File: src/rtl/load_store_unit_pkg.sv
// Shared encodings for the MEM-stage load/store unit: access sizes and FSM states.
package load_store_unit_pkg;

  localparam logic [1:0] SZ_BYTE = 2'b00;
  localparam logic [1:0] SZ_HALF = 2'b01;
  localparam logic [1:0] SZ_WORD = 2'b10;
  localparam logic [1:0] SZ_RSVD = 2'b11;

  typedef enum logic {
    S_IDLE      = 1'b0,
    S_RMW_WRITE = 1'b1
  } state_e;

endpackage

File: src/rtl/lsu_lane.sv
// Combinational lane logic: load extract/extend and store lane merge into a word.
module lsu_lane
  import load_store_unit_pkg::*;
(
  input  logic [31:0] word_i,
  input  logic [1:0]  off_i,
  input  logic [1:0]  size_i,
  input  logic        signed_i,
  input  logic [31:0] wdata_i,
  output logic [31:0] ld_data_o,
  output logic [31:0] st_word_o
);

  logic [7:0]  byte_sel;
  logic [15:0] half_sel;

  assign byte_sel = word_i[{off_i, 3'b000} +: 8];
  assign half_sel = off_i[1] ? word_i[31:16] : word_i[15:0];

  always_comb begin
    ld_data_o = word_i;
    st_word_o = word_i;
    case (size_i)
      SZ_BYTE: begin
        ld_data_o = {{24{signed_i & byte_sel[7]}}, byte_sel};
        st_word_o[{off_i, 3'b000} +: 8] = wdata_i[7:0];
      end
      SZ_HALF: begin
        ld_data_o = {{16{signed_i & half_sel[15]}}, half_sel};
        st_word_o[{off_i[1], 4'b0000} +: 16] = wdata_i[15:0];
      end
      default: begin
        ld_data_o = word_i;
        st_word_o = wdata_i;
      end
    endcase
  end

endmodule

File: src/rtl/load_store_unit.sv
// MEM-stage load/store unit: sub-word loads/stores over a word-wide memory,
// with 2-cycle read-modify-write for SB/SH and fault detection on accept.
module load_store_unit
  import load_store_unit_pkg::*;
#(
  parameter int MEM_BYTES = 1024
) (
  input  logic        clk,
  input  logic        rst,
  input  logic        req_valid,
  output logic        req_ready,
  input  logic        req_load,
  input  logic        req_store,
  input  logic [1:0]  req_size,
  input  logic        req_signed,
  input  logic [31:0] req_addr,
  input  logic [31:0] req_wdata,
  output logic [31:0] mem_address,
  output logic [31:0] mem_write_data,
  output logic        mem_read,
  output logic        mem_write,
  input  logic [31:0] mem_read_data,
  output logic        wb_valid,
  output logic [31:0] wb_data,
  output logic        fault,
  output logic [31:0] fault_addr
);

  state_e      state_q, state_d;
  logic [31:0] merge_q, merge_d;
  logic [29:0] addr_q, addr_d;
  logic        wb_valid_q, fault_q;
  logic [31:0] wb_data_q, fault_addr_q;

  logic        accept, is_mem, illegal, do_op;
  logic [31:0] ld_data, st_word;

  assign req_ready = (state_q == S_IDLE) & ~rst;
  assign accept    = req_valid & req_ready;
  assign is_mem    = req_load | req_store;

  assign illegal = (req_load & req_store)
                 | (req_size == SZ_RSVD)
                 | ((req_size == SZ_HALF) & req_addr[0])
                 | ((req_size == SZ_WORD) & (req_addr[1:0] != 2'b00))
                 | (req_addr >= 32'(MEM_BYTES));

  // Bubbles (neither load nor store) never fault and never touch memory.
  assign do_op = accept & is_mem & ~illegal;

  lsu_lane u_lane (
    .word_i    (mem_read_data),
    .off_i     (req_addr[1:0]),
    .size_i    (req_size),
    .signed_i  (req_signed),
    .wdata_i   (req_wdata),
    .ld_data_o (ld_data),
    .st_word_o (st_word)
  );

  always_comb begin
    state_d        = state_q;
    merge_d        = merge_q;
    addr_d         = addr_q;
    mem_read       = 1'b0;
    mem_write      = 1'b0;
    mem_address    = {req_addr[31:2], 2'b00};
    mem_write_data = '0;
    case (state_q)
      S_IDLE: begin
        if (do_op) begin
          if (req_load) begin
            mem_read = 1'b1;
          end else if (req_size == SZ_WORD) begin
            mem_write      = 1'b1;
            mem_write_data = st_word;
          end else begin
            // Read old word now; the merged word is written next cycle.
            mem_read = 1'b1;
            merge_d  = st_word;
            addr_d   = req_addr[31:2];
            state_d  = S_RMW_WRITE;
          end
        end
      end
      S_RMW_WRITE: begin
        mem_write      = 1'b1;
        mem_address    = {addr_q, 2'b00};
        mem_write_data = merge_q;
        state_d        = S_IDLE;
      end
    endcase
  end

  always_ff @(posedge clk or posedge rst) begin
    if (rst) begin
      state_q      <= S_IDLE;
      merge_q      <= '0;
      addr_q       <= '0;
      wb_valid_q   <= 1'b0;
      wb_data_q    <= '0;
      fault_q      <= 1'b0;
      fault_addr_q <= '0;
    end else begin
      state_q    <= state_d;
      merge_q    <= merge_d;
      addr_q     <= addr_d;
      wb_valid_q <= do_op & req_load;
      fault_q    <= accept & is_mem & illegal;
      if (do_op & req_load)
        wb_data_q <= ld_data;
      if (accept & is_mem & illegal)
        fault_addr_q <= req_addr;
    end
  end

  assign wb_valid   = wb_valid_q;
  assign wb_data    = wb_data_q;
  assign fault      = fault_q;
  assign fault_addr = fault_addr_q;

endmodule

File: config.mk
export PLATFORM = sky130hd
export DESIGN_NAME = load_store_unit
export DESIGN_NICKNAME = d
export VERILOG_FILES = /design/src/rtl/load_store_unit_pkg.sv /design/src/rtl/lsu_lane.sv /design/src/rtl/load_store_unit.sv
export SDC_FILE = /design/constraint.sdc
export NUM_CORES = 1
export LEC_CHECK = 0
export CORE_MARGIN = 4
export CORE_UTILIZATION = 40
export DETAILED_ROUTE_END_ITERATION = 12
export MAX_ROUTING_LAYER = met4
export PLACE_DENSITY = 0.73
export SYNTH_ARGS = -nofsm -noshare
export SYNTH_HDL_FRONTEND = slang
export SYNTH_HIERARCHICAL = 1
export SYNTH_SLANG_ARGS = --single-unit
File: constraint.sdc
create_clock -name clk -period 5.55 [get_ports clk]
set_input_delay 1.11 -clock clk [delete_from_list [all_inputs] [get_ports clk]]
set_output_delay 1.11 -clock clk [all_outputs]
set_load 0.05 [all_outputs]
==> results.txt <==
* Tightest Pin Transition: 1090 ps
* Area after DPL: 10200 sq um
- Number of standard cells after synthesis: 647
- Largest net degree at the start of global routing: 64
* Post-CTS clock slew at the launch and capture registers of the worst setup and hold paths: about 60 ps
* Post-Route Hold Slack: between 400 and 500 ps
- For the finished layout, the period the worst path requires is 4690 ps.
- Max Buffers Root-to-Sink: 2
* Internal power contribution: 1.88 mW
* Port-buffer cells: 234
- Synth unique cells: 54
- Flip-flop and latch count after synthesis: 129
- The die is 144 um wide.
- Number of clock sinks: 129
* Minimum setup slack in the final design: 861 ps
- Summing the sequential cell areas from Yosys gives ~43% of the chip area.
- CP Data Required Time: 4440 ps
- Sequential share of power: 36.0%
* Number of fill cells: 1498
- GRT overflow: 0
* Number of antenna violations at the first check in global routing: 1
* Number of nets with antenna violations after routing: 0
- Multi-input combinational cell area: around 3900 sq um
- Setup repair after global routing left no endpoint under its margin.
* Vias in the first global route: 6251
* Switching power: 0.906 mW
- After detailed routing, the number of vias per cell comes to 5.68.
- Depth of the worst hold-timing path: 1
- Setup slack after placement: 847 ps
- In this run the power density over the cells is 257 nW/um^2.
* Min-Delay Endpoint: addr_q[3]
- The commonest cells after synthesis are sky130_fd_sc_hd__dfrtp_1 (129), sky130_fd_sc_hd__mux2_2 (101), sky130_fd_sc_hd__mux2_1 (49).
* Pins Over Slew Limit: 0
* Fraction of power consumed by the clock network: 40.2%
- Relative to the synthesized area, the layout overhead comes to 45.6%.
- Count of buffers added by post-CTS timing repair for setup: 0
* Total design power: 2.78 mW
- The clock reaches the later pin of the worst-skew pair after 420 ps.
* Clock tree from TritonCTS: built
- Primary FF master, synth: sky130_fd_sc_hd__dfrtp_1
- Count leader, synth: sky130_fd_sc_hd__dfrtp_1
* Maximum level of the CTS H-tree: 4
- Fraction of power spent switching nets: 32.5%
- IR Drop Worst-Case VDD: 204 uV
- Part of the power in combinational logic: 23.8%
* Final cycle utilization of the critical path: 84.5%
- Worst slew margin relative to its limit: between 20% and 30%
- Maximum achievable frequency: 0.213 GHz
- The congestion estimate from routability-driven global placement came to between 0.9 and 1.
* Initial Util: 41.0%
* Number of cells upsized or downsized after cts: 0
- Netlist area before placement: 7440 sq um
- The synthesized design contains 0 enable-type register cells.
* Total number of yosys warnings: 6
* Sum of negative setup slack: 0 ps
- The first global-routing pass estimated 36600 um of wire.
- Static Leak: 4.83 nW
- The worst hold path belongs to the class register to register.
* Total of hold buffers inserted after clock tree synthesis: 0
- The top cell type by area accounts for 43.4% of the synthesized area.
- Worst setup skew after layout: slightly above 9 ps
* Die area: 20900 sq um
- Ratio of cells with drive above 1 in the final layout: 23.5%
- The routed design has ~24000 um of wire.
* Iteration count of the initial detailed-routing pass: 5
- Summed over all nets, the half-perimeter wirelength after detailed placement is 17900 um.
- The worst setup path is of the input pin to output pin kind.
- Core box area: about 18000 sq um
* Number of buffers added by the clock tree synthesis step: 17
- Setup violations remaining at the end of the flow were counted as 0.
- The endpoint identified for the worst register-to-register timing path is merge_q[4].
- Measured in cells, the most critical reg-to-reg path has a length of 5.
* Reg-to-reg slack, setup: 2750 ps
- After detailed routing, the average wire length per cell comes to 22.0 um.
* Asr flop ratio synth: between 90% and 100%
* Overall fraction of global-route tracks in use: approximately a quarter
- The hold violation total from the final report came to 0.
- Of all cell types, the one taking the most synthesized area is sky130_fd_sc_hd__dfrtp_1.
- Final cell area excluding filler cells: 10800 sq um
* Avg Inst Size Synth: 11.5 sq um
- By area the synthesized netlist is led by sky130_fd_sc_hd__dfrtp_1 (43%), sky130_fd_sc_hd__mux2_2 (15%), sky130_fd_sc_hd__mux2_1 (7.4%).
* Run status: complete, no violations
- Total I/O pin count: 237
* Initial DRC Count: 455
- Placement row count: 49
* Drc violations: 0
- In the final layout, flip-flops and latches occupy 3230 sq um.
* Die height: around 140 um
* Endpoint type of the worst setup path: output pin
- For this run, the post-layout net count is 975.
* Clk Tree Root Cell: sky130_fd_sc_hd__clkbuf_16
- Across the run, the number of max-cap violations was 0.
* Number of vias in the routed layout: around 6300
- Data on the critical path arrives at its endpoint at 3580 ps.
* Startpoint of the most critical hold path: addr_q[3]
* Startpoint types: input pin
* Maximum fanout count along the critical path: 31
- Reg-to-reg startpoint: state_q
[registers in the layout, summed over array words and instances, names as in the netlist]
name,flops
addr_q,30
fault,1
fault_addr,32
merge_q,32
state_q,1
wb_data,32
wb_valid,1
[cell usage in the layout (no fill, tap or decap), drive strengths merged, types with 2 or more instances in the layout]
| master | count |
|---|---|
| nor4 | 12 |
| dfrtp | 129 |
| mux2i | 18 |
| clkbuf | 17 |
| nand2 | 47 |
| nand4 | 3 |
| o211ai | 12 |
| inv | 27 |
| clkdlybuf4s50 | 199 |
| o2111ai | 2 |
| a22oi | 16 |
| nor2 | 5 |
| a32o | 2 |
| a211o | 2 |
| a221o | 15 |
| buf | 50 |
| nand3 | 30 |
| and2 | 2 |
| nor2b | 31 |
| a22o | 38 |
| clkinvlp | 3 |
| mux2 | 150 |
| conb | 2 |
| o21ai | 30 |
| ha | 5 |
| nor3b | 2 |
| nor3 | 7 |
| a32oi | 7 |
[kinds of logic after synthesis]
| family | count (synthesis) | share of synthesized area [%] |
|---|---|---|
| mux | 169 | 25.4 |
| buf+inv | 67 | 4.91 |
| other cells | 1 | 0.0504 |
| compound gates | 131 | 13.8 |
| flops | 129 | 43.4 |
| fa+ha+maj | 5 | 0.840 |
| simple gates | 145 | 11.7 |
[power groups by stage]
stage               logic (mW)  clock network [mW]  registers, mW
floorplan                0.238                   0           1.17
global placement         0.654                   0           1.02
detailed placement       0.659                   0           1.02
CTS                      0.661                1.14           1.00
global route             0.694                1.18           1.01
finish                   0.661                1.12           1.00
[area by class of cell]
cell class / count / area share (%)
Antenna cell: 1 / 0.0231
Clock buffer: 17 / 3.93
Clock inverter: 15 / 1.51
Inverter: 17 / 0.612
Multi-Input combinational cell: 452 / 35.7
Sequential cell: 129 / 29.8
Tap cell: 229 / 2.64
Timing Repair Buffer: 249 / 25.8
[worst max-delay path, cell delays in order]
cell and delay, ps:
sky130_fd_sc_hd__clkdlybuf4s50_1 450, sky130_fd_sc_hd__nor4_2 460, sky130_fd_sc_hd__nand4_2 400, sky130_fd_sc_hd__nor4_2 360, sky130_fd_sc_hd__buf_4 370, sky130_fd_sc_hd__a22o_1 260, sky130_fd_sc_hd__buf_12 150
[metal layers]
| layer | global-route usage (%) | wire, um |
|---|---|---|
| met5 | - | 0 |
| met4 | 8.74 | 650 |
| met3 | 4.17 | 1290 |
| met2 | 34.9 | 11600 |
| met1 | 32.6 | 10800 |
[worst max path at each step]
stage	from	end	slack, ps	cells after the start
floorplan	rst	mem_read	510	3
global placement	req_addr[12]	mem_write_data[21]	880	7
detailed placement	req_addr[12]	mem_write_data[15]	850	7
CTS	req_addr[12]	mem_write_data[15]	850	7
global route	req_addr[1]	mem_write_data[8]	720	8
finish	req_addr[12]	mem_write_data[15]	860	7
[through the flow]
step | std cells | utilization [%]
detailed placement | 1076 | 56.4
global placement | 1076 | 56.4
global route | 1109 | 59.7
floorplan | 648 | -
finish | 1109 | 59.7
CTS | 1108 | 59.7
(Power assumes the default switching activity.)
